<file path="config.mk">
export PLATFORM = sky130hd
export DESIGN_NAME = bsg_manycore_pkt_send_queue
export DESIGN_NICKNAME = d
export VERILOG_FILES = /design/src/rtl/bsg_manycore_pkt_send_queue.sv
export SDC_FILE = /design/constraint.sdc
export NUM_CORES = 1
export LEC_CHECK = 0
export CORE_ASPECT_RATIO = 2
export CORE_UTILIZATION = 44
export CTS_CLUSTER_SIZE = 12
export DETAILED_ROUTE_END_ITERATION = 7
export GPL_ROUTABILITY_DRIVEN = 0
export PLACE_DENSITY = 0.88
export RECOVER_POWER = 50
export SYNTH_ARGS = -nofsm -noshare
export SYNTH_HDL_FRONTEND = slang
export SYNTH_SLANG_ARGS = --single-unit
export TNS_END_PERCENT = 1
</file>
<file path="constraint.sdc">
create_clock -name clk_i -period 4 [get_ports clk_i]
set_input_delay 0.4 -clock clk_i [delete_from_list [all_inputs] [get_ports clk_i]]
set_output_delay 0.4 -clock clk_i [all_outputs]
set_load 0.01 [all_outputs]
</file>
<file path="src/rtl/bsg_manycore_pkt_send_queue.sv">
// Packet send queue: small FIFO feeding the mesh link under credit-based flow control.
// Optional same-cycle bypass of an empty queue: define BSG_MANYCORE_PKT_SEND_BYPASS_EN.
module bsg_manycore_pkt_send_queue #(
  parameter int x_cord_width_p = 4,
  parameter int y_cord_width_p = 5,
  parameter int data_width_p   = 32,
  parameter int addr_width_p   = 20,
  parameter int els_p          = 2,
  parameter int credits_p      = 4,
  localparam int packet_width_lp = (addr_width_p-1) + 2 + (data_width_p/8) + data_width_p
                                   + 2*(x_cord_width_p+y_cord_width_p) + 1,
  localparam int credit_width_lp = $clog2(credits_p+1)
) (
  input  logic                       clk_i,
  input  logic                       reset_i,
  // Upstream valid/ready: a packet moves exactly on a cycle where v_i & ready_o;
  // ready_o is a function of registered state only, never of v_i.
  input  logic                       v_i,
  input  logic [packet_width_lp-1:0] data_i,
  output logic                       ready_o,
  output logic                       link_v_o,
  output logic [packet_width_lp-1:0] link_data_o,
  input  logic                       link_credit_i,
  output logic [credit_width_lp-1:0] credits_o,
  output logic                       empty_o,
  output logic                       err_o
);

  localparam int ptr_width_lp = (els_p > 1) ? $clog2(els_p) : 1;
  localparam int cnt_width_lp = $clog2(els_p+1);

  logic [packet_width_lp-1:0] mem_q [els_p];
  logic [ptr_width_lp-1:0]    head_q, head_d, tail_q, tail_d;
  logic [cnt_width_lp-1:0]    cnt_q, cnt_d;
  logic [credit_width_lp-1:0] credits_q, credits_d;
  logic                       err_q, err_d;

  logic fifo_empty, fifo_full, have_credit, bypass, deq, enq, send;

  function automatic logic [ptr_width_lp-1:0] next_ptr(input logic [ptr_width_lp-1:0] p);
    return (p == ptr_width_lp'(els_p-1)) ? '0 : p + 1'b1;
  endfunction

  assign fifo_empty  = (cnt_q == '0);
  assign fifo_full   = (cnt_q == cnt_width_lp'(els_p));
  assign have_credit = (credits_q != '0);

`ifdef BSG_MANYCORE_PKT_SEND_BYPASS_EN
  // Reset gating keeps the link quiet while reset is held.
  assign bypass = fifo_empty & have_credit & v_i & ~reset_i;
`else
  assign bypass = 1'b0;
`endif

  assign deq  = ~fifo_empty & have_credit;
  assign send = deq | bypass;
  assign enq  = v_i & ~fifo_full & ~bypass;

  assign ready_o     = ~fifo_full;
  assign link_v_o    = send;
  assign link_data_o = bypass ? data_i : (fifo_empty ? '0 : mem_q[head_q]);
  assign credits_o   = credits_q;
  assign empty_o     = fifo_empty & (credits_q == credit_width_lp'(credits_p));
  assign err_o       = err_q;

  always_comb begin
    head_d    = head_q;
    tail_d    = tail_q;
    cnt_d     = cnt_q;
    credits_d = credits_q;
    err_d     = err_q;
    if (deq) head_d = next_ptr(head_q);
    if (enq) tail_d = next_ptr(tail_q);
    case ({enq, deq})
      2'b10:   cnt_d = cnt_q + 1'b1;
      2'b01:   cnt_d = cnt_q - 1'b1;
      default: cnt_d = cnt_q;
    endcase
    // A credit returned into a full count is a protocol error, never a wrap.
    if (send && !link_credit_i) begin
      credits_d = credits_q - 1'b1;
    end else if (link_credit_i && !send) begin
      if (credits_q == credit_width_lp'(credits_p)) err_d = 1'b1;
      else credits_d = credits_q + 1'b1;
    end
  end

  always_ff @(posedge clk_i or posedge reset_i) begin
    if (reset_i) begin
      head_q    <= '0;
      tail_q    <= '0;
      cnt_q     <= '0;
      credits_q <= credit_width_lp'(credits_p);
      err_q     <= 1'b0;
    end else begin
      head_q    <= head_d;
      tail_q    <= tail_d;
      cnt_q     <= cnt_d;
      credits_q <= credits_d;
      err_q     <= err_d;
    end
  end

  // Storage needs no reset: occupancy gates every read.
  always_ff @(posedge clk_i) begin
    if (enq) mem_q[tail_q] <= data_i;
  end

endmodule

</file>
# ---- After elaboration in Yosys (flattened, before gate mapping)
# Memory sizes are Yosys's and may differ from the RTL's.
# Index checks and enable logic that the tools add are counted.
dict set report word_totals {
  inputBits 80
  out_inout_bits 83
  mem_count 1
  reg_bits 8
  mem_bits_rw 152
}
dict set report classes {
  reduce_logical 10
  n_bitwise 6
  n_eq_ne 5
  muxes 9
  addsub 6
}
# memory words width rd rd_ports_with_merged_regs wr line_no
set memory_table {}
lappend memory_table {mem_q 2 76 1 0 1 32} ;# logic [packet_width_lp-1:0] mem_q [els_p];
# op count
set ops {}
lappend ops {{2-to-1 mux 76 bit} 1}
lappend ops {{2-to-1 mux 3 bit} 3}
lappend ops {{equality test 2 bit (second input constant)} 2}
lappend ops {{2-to-1 mux 1 bit} 4}
lappend ops {{case mux 2 bit (2 select lines)} 1}
lappend ops {{nonzero test 2 bit} 2}
lappend ops {{adder 3 x 1 -> 3 bit (second input constant)} 1}
lappend ops {{bitwise AND 1 bit} 3}
lappend ops {{equality test 3 bit (second input constant)} 1}
lappend ops {{NOT 1 bit} 3}
lappend ops {{AND reduction 3 bit} 1}
lappend ops {{nonzero test 3 bit} 1}
lappend ops {{subtractor 3 x 1 -> 3 bit (second input constant)} 1}
lappend ops {{adder 1 bit (second input constant)} 2}
lappend ops {{adder 2 x 1 -> 2 bit (second input constant)} 1}
lappend ops {{equality test 2 x 1 -> 1 bit (second input constant)} 1}
lappend ops {{logical AND 1 bit} 2}
lappend ops {{zero test 1 bit} 2}
lappend ops {{zero test 2 bit} 1}
lappend ops {{inequality test 2 x 1 -> 1 bit (second input constant)} 1}
lappend ops {{AND reduction 2 bit} 1}
lappend ops {{subtractor 2 x 1 -> 2 bit (second input constant)} 1}

# ---- Longest topological paths before layout
dict set report depth {
  word_depth 7
  ltp_mapped 8
}

# ---- Least setup slack after synthesis
# OpenSTA, ideal clock, no wires.
dict set report synth_timing {
  kind {reg2reg}
  start {reg cnt_q[0]}
  end {mem mem_q[0][0] (netlist bit) (enable)}
  n_path_buf 0
  setup_time_ns 0.511
  stages_incl_launch_ff 4
  t_required_ns 3.489
  slack_ns -0.445
  arrival_time_ns 3.935
  path_cell_list {dfrtp_1 nand2b_1 nand2_1 nor2_1}
}
dict set report synth_between {
  elab_chain_len 5
}
# item line_no
set synth_lines {}
lappend synth_lines {{from (decl)} 34} ;# logic [cnt_width_lp-1:0] cnt_q, cnt_d;
lappend synth_lines {{from (signal assigned)} 98} ;# cnt_q <= cnt_d;
lappend synth_lines {{equality test 2 bit} 45} ;# assign fifo_full = (cnt_q == cnt_width_lp'(els_p));
lappend synth_lines {{NOT 1 bit} --}
lappend synth_lines {{via ready_o} 20} ;# output logic ready_o,
lappend synth_lines {{bitwise AND 1 bit} 57} ;# assign enq = v_i & ~fifo_full & ~bypass;
lappend synth_lines {{2-to-1 mux 1 bit} 106} ;# if (enq) mem_q[tail_q] <= data_i;
lappend synth_lines {{2-to-1 mux 1 bit (implied by the code)} 106}
lappend synth_lines {{to (decl)} 32}
# The timed path passes the listed nets, and every way through them passes these cells.

# ---- Worst setup path after layout
dict set report layout_timing {
  start {reg head_q}
  end {out link_data_o[70]}
}
dict set report layout_between {
  elab_chain_len 2
}
# item line_no
set layout_lines {}
lappend layout_lines {{from (decl)} 33} ;# logic [ptr_width_lp-1:0] head_q, head_d, tail_q, tail_d;
lappend layout_lines {{from (signal assigned)} 90} ;# head_q <= '0;
lappend layout_lines {{from (signal assigned)} 96} ;# head_q <= head_d;
lappend layout_lines {{memory read (2 x 76 bit)} --}
lappend layout_lines {{2-to-1 mux 76 bit} 61} ;# assign link_data_o = bypass ? data_i : (fifo_empty ? '0 : mem_q[head_q]);
lappend layout_lines {{to (decl)} 22} ;# output logic [packet_width_lp-1:0] link_data_o,
# Every way passes these cells.

==> impl_results.md <==
- Area Overhead vs Synth: 38.2%
- Fmax: 331 MHz
- Setup-failing EPs final: 0
- Cells after Synth: 366
- Via/cell ratio: 4.85
- Initial Utilization: 0.449
- Failing checks: max-capacitance violations, max-slew violations
- FP Rows: 61
- Mean Syn Cell Area: 16.9 um2
- Cts bufs inserted: 17
- Max Clock Skew: 0.00988 ns
- Worst min-delay path class: input port to asynchronous set/reset pin
- Core Region: 13800 um2
- CTS clk-pin slew, worst paths: 0.06 ns
- Leakage: 3.18 nW
- Register area share after synthesis: 0.768
- Power per cell area: 781 nW/um2
- Mapped Area: 6200 um2
- DRC viols: 0
- Die W: 86.0 um
- #FFs+latches synth: 160
- Placed wire-length estimate: 8820 um
- Relative slew slack: -0.181
- CTS resizes: 0
- Tot Pwr: 0.00670 W
- Overall Global Routing Usage: 0.184
- Post-CTS Hold Buffers: 0
- H-Tree Depth: 4
- Root buffer cell: clkbuf_16
- Worst setup SP type: flip-flop
- Die Y: 170 um
- Final Hold Fails: 0
- Synth top area share: 0.736
- DR vias: 3596
- Maxcap violations: 2
- Final period utilization: 0.754
- Fin. max-slew vios: 92
- DR pass1 iterations: 6
- Yosys top cell by area: edfxtp_1
- Kind of critical path: flip-flop to output port
- CTS tree: done
- Largest net degree at the start of global routing: 77
- Syn. warnings: 0
- Critical R2R Launch: cnt_q[0]
- Final ANT Viol Nets: 0
- Worst EP required: 3.60 ns
- Clock sink total: 160
- Commonest cells in the netlist: 152 x edfxtp_1, 79 x nor2_1, 76 x mux2i_1
- Setup crit end kind: output port
- Outcome: finished with violations
- CP arrival: 2.62 ns
- Number of distinct library cells after synthesis: 26
- Mapped Nets: 450
- EDFF count, synth: 152
- Minimum clock period: 3.02 ns
- Synth area leaders: edfxtp_1 74%, mux2i_1 12%, nor2_1 4.8%
- Most frequent cell after synthesis: edfxtp_1
- Nets: 617
- Peak supply drop: 0.000382 V
- Final wirelength: 12900 um
- Number of global-route vias before repair: 3894
- # port buffers: 162
- Initial antenna violation count: 6
- Final setup TNS: 0 ns
- Share of cells above drive strength 1: 0.0659
- Drt first-iter violations: 146
- Worst-skew pair later-pin latency: 0.41 ns
- RSZ-0062 raised after global routing: false
- Grt ovf: 0
- Peak fanout along the critical path: 45
- Ys flop type: edfxtp_1
- Die area: 14600 um2
- Worst Tran Pin Value: 1.77 ns
- Post-CTS setup buffers: 0
- Reg2reg end: mem_q[0][27]
- Fillcell total: 1022
- FF-to-FF path depth: 4
- First-pass GRT wire length: 19800 um
- Slack of the worst reg-to-reg path: 1.23 ns
- Routed len/inst: 17.4 um
- FFs w/ async S/R, synth: 0.0500
- I/O pin total: 163
- Clk buf depth: 2
-- placed cells by master, fill, tap and decap left out, types with 2 or more instances in the layout --
cell / Yosys / final
inv_1: 7 / 7
mux2i_1: 76 / 76
nand2_1: 2 / 2
clkinv_4: 0 / 4
xnor2_1: 5 / 5
clkdlybuf4s50_1: 0 / 80
clkinvlp_4: 0 / 3
clkinv_1: 0 / 2
clkbuf_16: 0 / 17
buf_12: 0 / 3
nor2_1: 79 / 79
ha_1: 3 / 3
edfxtp_1: 152 / 152
dfrtp_1: 7 / 6
dlygate4sd3_1: 0 / 82
inv_6: 0 / 4
a21oi_1: 3 / 3
diode_2: 0 / 7
-- registers in the layout, summed over array words and instances (netlist names) --
| name | cells |
|---|---|
| cnt_q | 2 |
| credits_o | 3 |
| err_o | 1 |
| head_q | 1 |
| mem_q | 152 |
| tail_q | 1 |
-- area by class of cell --
class	count	area [um2]	share of cell area
inverters	7	26.3	0.00307
repair buffers	165	1680	0.196
clock buffers	18	429	0.0501
flip-flops and latches	160	4770	0.556
well taps	189	236	0.0276
diodes	7	17.5	0.00204
clock inverters	14	130	0.0152
multi-input cells	182	1280	0.149
-- power breakdown --
part	total [W]	switching [W]	internal, W	leakage, nW
Sequential	0.00257	0.000254	0.00232	1.50
Combinational	0.00261	0.00125	0.00136	1.41
Clock	0.00151	0.000648	0.000863	0.263
Total	0.00670	0.00215	0.00454	3.18
-- worst max-delay path by stage --
stage,end,cells after the start,slack (ns),startpoint
final,link_data_o[70],4,0.98,head_q
after global routing,link_data_o[59],4,0.91,head_q
after CTS,link_data_o[70],4,0.97,head_q
after detailed placement,link_data_o[0],4,1.45,head_q
after global placement,link_data_o[0],4,1.48,head_q
after floorplan,mem_q[0][0],3,0.83,cnt_q[0]
-- routing by layer --
metal	vias to the layer above	routed length, um	global-route usage
li1	1691	-	-
met1	1736	4300	0.182
met2	131	7520	0.339
met3	38	521	0.0364
met4	0	592	0.122
met5	-	0	0
-- critical path, stage by stage (launching register included) --
cell             delay [ns]
dfrtp_4                0.93
buf_12                 0.33
mux2i_1                0.33
nor2_1                 0.09
clkdlybuf4s50_1        0.48
-- logic make-up (layout without fill, tap and decap cells) --
group / Yosys count / after routing / synth area share
flip-flops: 160 / 160 / 0.768
AND/OR/NAND/NOR: 87 / 87 / 0.0555
multiplexers: 76 / 76 / 0.123
buffers and inverters: 24 / 204 / 0.0250
AO/OA/AOI/OAI: 9 / 9 / 0.0109
XOR/XNOR: 6 / 6 / 0.00847
adder cells (fa/ha/maj): 4 / 4 / 0.00928
other: 0 / 7 / 0
-- per-stage QoR --
stage                util  instances  hold slack [ns]  instance area, um2  setup WS (ns)
finish              0.621        742            0.420                8570          0.983
global route        0.620        741            0.428                8570          0.911
CTS                 0.621        735            0.270                8570          0.967
detailed placement  0.580        703            0.484                8010           1.45
global placement    0.580        703            0.452                8010           1.48
floorplan               -        366            0.215                6210          0.829
No activity file was read; power rests on OpenSTA's default activity.
